### config.mk
export PLATFORM = sky130hd
export DESIGN_NAME = e_mdu
export DESIGN_NICKNAME = d
export VERILOG_FILES = /design/src/rtl/e_mdu_pkg.sv /design/src/rtl/mdu_calc.sv /design/src/rtl/e_mdu.sv
export SDC_FILE = /design/constraint.sdc
export NUM_CORES = 2
export LEC_CHECK = 0
export CAP_MARGIN = 20
export CORE_UTILIZATION = 55
export DETAILED_ROUTE_END_ITERATION = 10
export GPL_TIMING_DRIVEN = 0
export PLACE_DENSITY = 0.68
export SLEW_MARGIN = 20
export SYNTH_ARGS = -nofsm -noshare
export SYNTH_HDL_FRONTEND = slang
export SYNTH_SLANG_ARGS = --single-unit
### constraint.sdc
create_clock -name clk -period 4.7 [get_ports clk]
set_clock_uncertainty 0.15 [all_clocks]
set_input_delay 0.47 -clock clk [delete_from_list [all_inputs] [get_ports clk]]
set_output_delay 0.47 -clock clk [all_outputs]
set_load 0.02 [all_outputs]
### src/rtl/e_mdu_pkg.sv
// e_mdu_pkg: shared MDU op encodings and latency defaults.
// Imported by decode control and the execute-stage MDU.
package e_mdu_pkg;

  localparam int MDU_OP_W = 4;

  localparam int MULT_CYCLES_DEF = 5;
  localparam int DIV_CYCLES_DEF  = 10;

  typedef enum logic [MDU_OP_W-1:0] {
    MDU_NONE  = 4'd0,
    MDU_MULT  = 4'd1,
    MDU_MULTU = 4'd2,
    MDU_DIV   = 4'd3,
    MDU_DIVU  = 4'd4,
    MDU_MFHI  = 4'd5,
    MDU_MFLO  = 4'd6,
    MDU_MTHI  = 4'd7,
    MDU_MTLO  = 4'd8
  } mdu_op_e;

endpackage

### src/rtl/mdu_calc.sv
// mdu_calc: combinational multiply/divide datapath.
// Signed ops are done on magnitudes, then the sign is restored.
module mdu_calc
  import e_mdu_pkg::*;
(
  input  logic [MDU_OP_W-1:0] i_op,
  input  logic [31:0]         i_a,
  input  logic [31:0]         i_b,
  output logic [31:0]         o_hi,
  output logic [31:0]         o_lo,
  output logic                o_dbz
);

  logic        w_is_mul;
  logic        w_is_div;
  logic        w_sgn;
  logic        w_a_neg;
  logic        w_b_neg;
  logic [31:0] w_ua;
  logic [31:0] w_ub;
  logic [31:0] w_ub_nz;
  logic [63:0] w_prod_u;
  logic [63:0] w_prod;
  logic [31:0] w_q_u;
  logic [31:0] w_r_u;
  logic [31:0] w_q;
  logic [31:0] w_r;

  assign w_is_mul = (i_op == MDU_MULT) || (i_op == MDU_MULTU);
  assign w_is_div = (i_op == MDU_DIV) || (i_op == MDU_DIVU);
  assign w_sgn    = (i_op == MDU_MULT) || (i_op == MDU_DIV);

  assign w_a_neg = w_sgn & i_a[31];
  assign w_b_neg = w_sgn & i_b[31];
  assign w_ua    = w_a_neg ? (32'd0 - i_a) : i_a;
  assign w_ub    = w_b_neg ? (32'd0 - i_b) : i_b;

  assign w_prod_u = {32'd0, w_ua} * {32'd0, w_ub};
  assign w_prod   = (w_a_neg ^ w_b_neg) ? (64'd0 - w_prod_u) : w_prod_u;

  // Divisor forced to 1 on zero so the datapath stays defined.
  assign w_ub_nz = (w_ub == 32'd0) ? 32'd1 : w_ub;
  assign w_q_u   = w_ua / w_ub_nz;
  assign w_r_u   = w_ua % w_ub_nz;
  assign w_q     = (w_a_neg ^ w_b_neg) ? (32'd0 - w_q_u) : w_q_u;
  assign w_r     = w_a_neg ? (32'd0 - w_r_u) : w_r_u;

  // Select product or quotient/remainder by op class.
  always_comb begin
    o_hi  = 32'd0;
    o_lo  = 32'd0;
    o_dbz = 1'b0;
    unique case (1'b1)
      w_is_mul: begin
        o_hi = w_prod[63:32];
        o_lo = w_prod[31:0];
      end
      w_is_div: begin
        o_hi  = w_r;
        o_lo  = w_q;
        o_dbz = (i_b == 32'd0);
      end
      default: ;
    endcase
  end

endmodule

### src/rtl/e_mdu.sv
// e_mdu: execute-stage MDU owning HI/LO.
// Results are held in temp regs and committed when the count expires.
module e_mdu
  import e_mdu_pkg::*;
#(
  parameter int MULT_CYCLES = MULT_CYCLES_DEF,
  parameter int DIV_CYCLES  = DIV_CYCLES_DEF
) (
  input  logic                clk,
  input  logic                reset,
  input  logic                E_start,
  input  logic [MDU_OP_W-1:0] E_mdu_op,
  input  logic [31:0]         E_A,
  input  logic [31:0]         E_B,
  input  logic                E_req,
  output logic                E_busy,
  output logic [31:0]         E_HI,
  output logic [31:0]         E_LO,
  output logic [31:0]         E_mdu_out
);

  localparam int MAXC  = (MULT_CYCLES > DIV_CYCLES) ? MULT_CYCLES : DIV_CYCLES;
  localparam int CNT_W = $clog2(MAXC + 1);

  logic [CNT_W-1:0] r_cnt;
  logic [31:0]      r_hi;
  logic [31:0]      r_lo;
  logic [31:0]      r_thi;
  logic [31:0]      r_tlo;
  logic             r_nocommit;

  logic        w_busy;
  logic        w_accept;
  logic        w_is_mul;
  logic        w_is_div;
  logic [31:0] w_hi;
  logic [31:0] w_lo;
  logic        w_dbz;

  mdu_calc u_calc (
    .i_op  (E_mdu_op),
    .i_a   (E_A),
    .i_b   (E_B),
    .o_hi  (w_hi),
    .o_lo  (w_lo),
    .o_dbz (w_dbz)
  );

  assign w_busy   = (r_cnt != '0);
  assign w_accept = E_start & ~E_req & ~w_busy;
  assign w_is_mul = (E_mdu_op == MDU_MULT) || (E_mdu_op == MDU_MULTU);
  assign w_is_div = (E_mdu_op == MDU_DIV) || (E_mdu_op == MDU_DIVU);

  // Count down in-flight ops and commit; otherwise accept a new op.
  always_ff @(posedge clk or posedge reset) begin
    if (reset) begin
      r_cnt      <= '0;
      r_hi       <= 32'd0;
      r_lo       <= 32'd0;
      r_thi      <= 32'd0;
      r_tlo      <= 32'd0;
      r_nocommit <= 1'b0;
    end else if (w_busy) begin
      r_cnt <= r_cnt - CNT_W'(1);
      if (r_cnt == CNT_W'(1) && !r_nocommit) begin
        r_hi <= r_thi;
        r_lo <= r_tlo;
      end
    end else if (w_accept) begin
      unique case (1'b1)
        w_is_mul: begin
          r_thi      <= w_hi;
          r_tlo      <= w_lo;
          r_nocommit <= 1'b0;
          r_cnt      <= CNT_W'(MULT_CYCLES);
        end
        w_is_div: begin
          r_thi      <= w_hi;
          r_tlo      <= w_lo;
          r_nocommit <= w_dbz;
          r_cnt      <= CNT_W'(DIV_CYCLES);
        end
        (E_mdu_op == MDU_MTHI): r_hi <= E_A;
        (E_mdu_op == MDU_MTLO): r_lo <= E_A;
        default: ;
      endcase
    end
  end

  assign E_busy = w_busy;
  assign E_HI   = r_hi;
  assign E_LO   = r_lo;

  // Move-from reads are purely combinational.
  always_comb begin
    E_mdu_out = 32'd0;
    if (E_mdu_op == MDU_MFHI) E_mdu_out = r_hi;
    else if (E_mdu_op == MDU_MFLO) E_mdu_out = r_lo;
  end

endmodule

==> results of run 1 <==
## per-layer routing
metal	overflow	track usage (%)
met1	0	71.7
met2	4	88.4
met3	0	45.9
met4	4	67.8
met5	0	19.9
## timing repair
action	4_1_cts
setup endpoints to repair	64
gates resized for setup	960
hold endpoints to repair	0
pin swaps	389
setup buffers	551
gates cloned	6
## stage by stage
| step | setup WS, ps | TNS, ps |
|---|---|---|
| 2_1_floorplan | -65640 | -4155320 |
| 3_3_place_gp | -100760 | -6505180 |
| 3_5_place_dp | -96400 | -6065150 |
| 4_1_cts | -71960 | -4561920 |
## cells by family after synthesis
logic type | share of synthesized area, %
compound gates | 22.3
xor+xnor | 6.23
fa+ha+maj | 34.9
buf+inv | 8.10
flops | 4.21
mux | 1.25
simple gates | 23.0
==> reports/results.md, run 1 <==
| Group | Metric | Reported |
|:---|:---|:---|
| die | Cell row count | 138 |
| clocking | Clk root buf | clkbuf_16 |
| yosys | Synth Cell Area | 79100 µm² |
| place | Placed wire-length estimate after detailed placement | 360 mm |
| yosys | Most repeated cell in the gate-level netlist after synthesis | nand2_1 |
| yosys | Most area-consuming cells after synthesis | fa_1 (23%), ha_1 (12%), nand2_1 (7.4%), inv_1 (5.4%), nor2_1 (5.1%) |
| yosys | Proportion of synthesized chip area in sequential cells | 4.21% |
| place | Number of buffer cells added on primary ports | 147 |
| yosys | Post-Syn Area per Cell | 7.37 µm² |
| clocking | TritonCTS buffer count | 17 |
| global route | Residual overflow from global routing | 8 |
| clocking | H-tree depth | 4 |
| yosys | Post-Synthesis Cells | 10700 |
| yosys | Number of enable-type register cells in the synthesized netlist | 0 |
| yosys | Yosys top cell area share | 22.7% |
| global route | Total global routing track utilization | 68.9% |
| clocking | Count of clock tree sinks | 133 |
| yosys | Cell type contributing the most total cell area after synthesis | fa_1 |
| global route | Pin count of the biggest net entering global routing | 80 |
| die | DIE HEIGHT | 381 µm |
| yosys | Number of unique standard cell types used by synthesis | 137 |
| yosys | Post-synth ARST share | 100% |
| clocking | Clock Tree Buf Depth | 2 |
| yosys | Ranking of synthesized cells by instance count | nand2_1 (1551), inv_1 (1148), nor2_1 (1071), fa_1 (897), ha_1 (774) |
| clocking | Quantity of hold-fixing buffers added after cts | 0 |
| run status | Last step reached | 5_1_grt |
| yosys | Prevailing post-synth register cell | dfrtp_1 |
| run status | Run Error | [ERROR GRT-0232] Routing congestion too high. Check the congestion heatmap in the GUI. |
| timing | Type of pin the worst path ends at | register input |
| yosys | Number of register bits inferred by synthesis | 133 |
| timing | Worst_ep grt | r_thi[27]$_DFFE_PP0P_/D |
| place | Final RePlAce weighted congestion | 1.16 |
| die | Top-level port count | 169 |
| place | Placed Cells | 12800 |
| die | Starting density of the core | 55.7% |
| yosys | Yosys Warn Count | 0 |
| run status | Status | did not finish |
| place | Cell Area, Placed | 86800 µm² |
| yosys | Synthesized netlist net count | 12500 |
| die | Horizontal die dimension | 381 µm |
==> run 2, diff against run 1 <==
--- a/config.mk
+++ b/config.mk
@@ -6,10 +6,10 @@
 export NUM_CORES = 2
 export LEC_CHECK = 0
 export CAP_MARGIN = 20
-export CORE_UTILIZATION = 55
+export CORE_UTILIZATION = 40
 export DETAILED_ROUTE_END_ITERATION = 10
 export GPL_TIMING_DRIVEN = 0
-export PLACE_DENSITY = 0.68
+export PLACE_DENSITY_LB_ADDON = 0.15
 export SLEW_MARGIN = 20
 export SYNTH_ARGS = -nofsm -noshare
 export SYNTH_HDL_FRONTEND = slang
==> run 2 against run 1 <==
Effect of this change:
- the flow now finishes, with violations (setup timing)
- synthesized cell count is the same
- synthesized area is the same
==> reports/results.md, run 2 <==
| Group | Metric | Reported |
|:---|:---|:---|
| worst setup path | WP data required | 4890 ps |
| yosys | Ranking of synthesized cells by instance count | nand2_1 (1551), inv_1 (1148), nor2_1 (1071), fa_1 (897), ha_1 (774) |
| timing | Setup WS post-layout | -74990 ps |
| global route | Antenna violations before repair | 44 |
| clocking | Quantity of hold-fixing buffers added after cts | 0 |
| yosys | Number of register bits inferred by synthesis | 133 |
| die | Cell row count | 162 |
| worst setup path | Critical-path top delay cell | clkbuf_1 |
| worst setup path | Maximum single-stage delay on the critical path | 860 ps |
| die | Top-level port count | 169 |
| worst hold path | Class of the tightest hold or removal check | input pin to asynchronous set/reset pin |
| global route | Via count of the first global-routing pass | 90100 |
| yosys | Yosys Warn Count | 0 |
| global route | Residual overflow from global routing | 0 |
| yosys | Prevailing post-synth register cell | dfrtp_1 |
| routing | Final WL | 491 mm |
| yosys | Number of unique standard cell types used by synthesis | 137 |
| timing | Final clock period utilization by the worst path | 1700% |
| worst setup path | Register-to-Register Setup Slack | 1310 ps |
| global route | Total global routing track utilization | 47.9% |
| timing | Setup-violating endpoint count in the final report | 64 |
| die | Horizontal die dimension | 447 µm |
| die | Area enclosed by the die boundary | 200000 µm² |
| routing | Number of iterations in the first detailed-routing pass | 8 |
| run status | Violated checks | setup timing |
| worst setup path | Endpoint kind of the worst setup timing path | flop |
| worst setup path | Reg-to-reg critical path startpoint | r_cnt[0]$_DFFE_PP0P_ |
| clocking | Clock slew at the register clock pins of the worst setup and hold paths | 60 ps |
| yosys | Most repeated cell in the gate-level netlist after synthesis | nand2_1 |
| worst setup path | Setup CP Type | input pin to flop |
| yosys | Proportion of synthesized chip area in sequential cells | 4.21% |
| die | Core ar. | 196000 µm² |
| clocking | Clk root buf | clkbuf_16 |
| cells and area | Commonest cells after routing, fill and taps aside | nand2_1 (1494), inv_1 (1123), nor2_1 (973), fa_1 (897), ha_1 (643) |
| timing | Unrepaired setup endpoints after global routing | true |
| cells and area | Fraction of final layout cells with drive strength greater than 1 | 19.2% |
| yosys | Yosys top cell area share | 22.7% |
| run status | Status | finished, violations left |
| worst setup path | Crit-path most repeated cell | buf_4 |
| routing | Wire length per cell after detailed routing | 34.4 µm |
| place | Final RePlAce weighted congestion | 1.10 |
| cells and area | Util after Layout | 51.6% |
| timing | Relative slew margins | 8.67% |
| yosys | Synthesized netlist net count | 12500 |
| run | MaxCap Viol Count | 0 |
| clocking | Clock Tree Buf Depth | 2 |
| worst setup path | CP max FO | 10 |
| yosys | Number of enable-type register cells in the synthesized netlist | 0 |
| cells and area | Synth-to-Final Area Change | 27.7% |
| cells and area | Most common cell after layout, fill and taps aside | nand2_1 |
| timing | Achievable frequency | 0.0125 GHz |
| timing | Post-route minimum period | 79690 ps |
| worst setup path | Data arrival time of the critical path | 79870 ps |
| yosys | Synth Cell Area | 79100 µm² |
| clocking | H-tree depth | 4 |
| place | Number of buffer cells added on primary ports | 147 |
| global route | Pin count of the biggest net entering global routing | 85 |
| yosys | Post-Syn Area per Cell | 7.37 µm² |
| worst setup path | Element type at the critical path start | input pin |
| yosys | Most area-consuming cells after synthesis | fa_1 (23%), ha_1 (12%), nand2_1 (7.4%), inv_1 (5.4%), nor2_1 (5.1%) |
| clocking | TritonCTS clock tree | yes |
| clocking | Later-pin clock latency in the skew report | 430 ps |
| timing | Final number of hold-violating endpoints | 0 |
| clocking | Count of clock tree sinks | 133 |
| routing | Antenna-violating nets left | 0 |
| routing | Drc violations | 0 |
| global route | First-pass GRT wire length | 677 mm |
| timing | Fin. max-slew vios | 0 |
| die | Starting density of the core | 40.4% |
| cells and area | Number of fill cells | 19200 |
| yosys | Cell type contributing the most total cell area after synthesis | fa_1 |
| routing | Avg Vias per Cell | 6.49 |
| worst setup path | Worst reg2reg endpoint | r_thi[27]$_DFFE_PP0P_ |
| place | Placed wire-length estimate after detailed placement | 396 mm |
| worst setup path | Depth of the worst register-to-register path | 10 |
| timing | Least-Margin Pin Slew | 1370 ps |
| routing | Via total after detailed routing | 92800 |
| die | DIE HEIGHT | 447 µm |
| clocking | TritonCTS buffer count | 17 |
| cells and area | Layout net count | 13400 |
| yosys | Post-Synthesis Cells | 10700 |
| routing | Initial detailed-routing violation count | 10800 |
| yosys | Post-synth ARST share | 100% |
run 2: cell counts after synthesis:
No cell type changed its count.
run 2: critical path, delay by kind of cell:
kind,cells,cell delay [ps]
XOR/XNOR,3,380
buffers and inverters,82,15130
AO/OA/AOI/OAI,162,32320
multiplexers,7,2100
AND/OR/NAND/NOR,107,20790
adder cells (fa/ha/maj),30,8330
run 2: repair_timing:
action                      CTS  global route
setup endpoints to repair    64            64
setup buffers               496           162
cloned                        5             2
gates resized for setup    1023           372
pin swaps                   331           257
run 2: final cells by class:
type / instances / area (µm²) / area share, %
multi-input cells: 8930 / 77100 / 76.3
repair buffers: 888 / 8190 / 8.10
inverters: 1164 / 4530 / 4.48
plain buffers: 498 / 3890 / 3.85
flip-flops and latches: 133 / 3330 / 3.29
well taps: 2624 / 3280 / 3.25
clock buffers: 19 / 443 / 0.438
clock inverters: 13 / 204 / 0.202
diodes: 31 / 77.6 / 0.0768
run 2: worst max path at each step:
stage | startpoint | end | slack (ps) | cells past startpoint
detailed placement | E_B[0] | r_tlo[29]$_DFFE_PP0P_ | -100740 | 362
floorplan | E_B[0] | r_thi[27]$_DFFE_PP0P_ | -65640 | 390
CTS | E_B[0] | r_thi[27]$_DFFE_PP0P_ | -73150 | 410
finish | E_B[0] | r_thi[27]$_DFFE_PP0P_ | -74990 | 391
global placement | E_B[0] | r_tlo[29]$_DFFE_PP0P_ | -105330 | 361
global route | E_B[0] | r_thi[27]$_DFFE_PP0P_ | -76130 | 419
run 2: per-layer routing:
layer | wire length, µm | GRT usage, % | up-vias
met5 | 113 | 0 | -
met4 | 56400 | 44.0 | 16
met3 | 51800 | 11.8 | 2039
met2 | 212000 | 73.8 | 6179
met1 | 171000 | 54.7 | 45700
li1 | - | - | 38800
run 2: through the flow:
stage	hold WS, ps	cells	setup slack (ps)	instance area (µm²)	setup TNS (ps)
floorplan	294	10700	-65640	81500	-4155320
finish	304	14300	-74990	101000	-4761570
global route	337	14300	-76130	101000	-4834490
global placement	314	13500	-105330	86300	-6852940
detailed placement	321	13600	-100740	88100	-6354040
CTS	315	14100	-73150	97900	-4643630
run 2: logic make-up after synthesis:
logic type / after synthesis / share of synthesized area (%)
multiplexers: 92 / 1.25
XOR/XNOR: 563 / 6.23
AND/OR/NAND/NOR: 3939 / 23.0
adder cells (fa/ha/maj): 1671 / 34.9
buffers and inverters: 1676 / 8.10
AO/OA/AOI/OAI: 2664 / 22.3
flip-flops: 133 / 4.21
Power of run 2 is left out: the tool's default activity adds up to more than one toggle a clock period on the data nets, which glitch-free logic cannot reach.
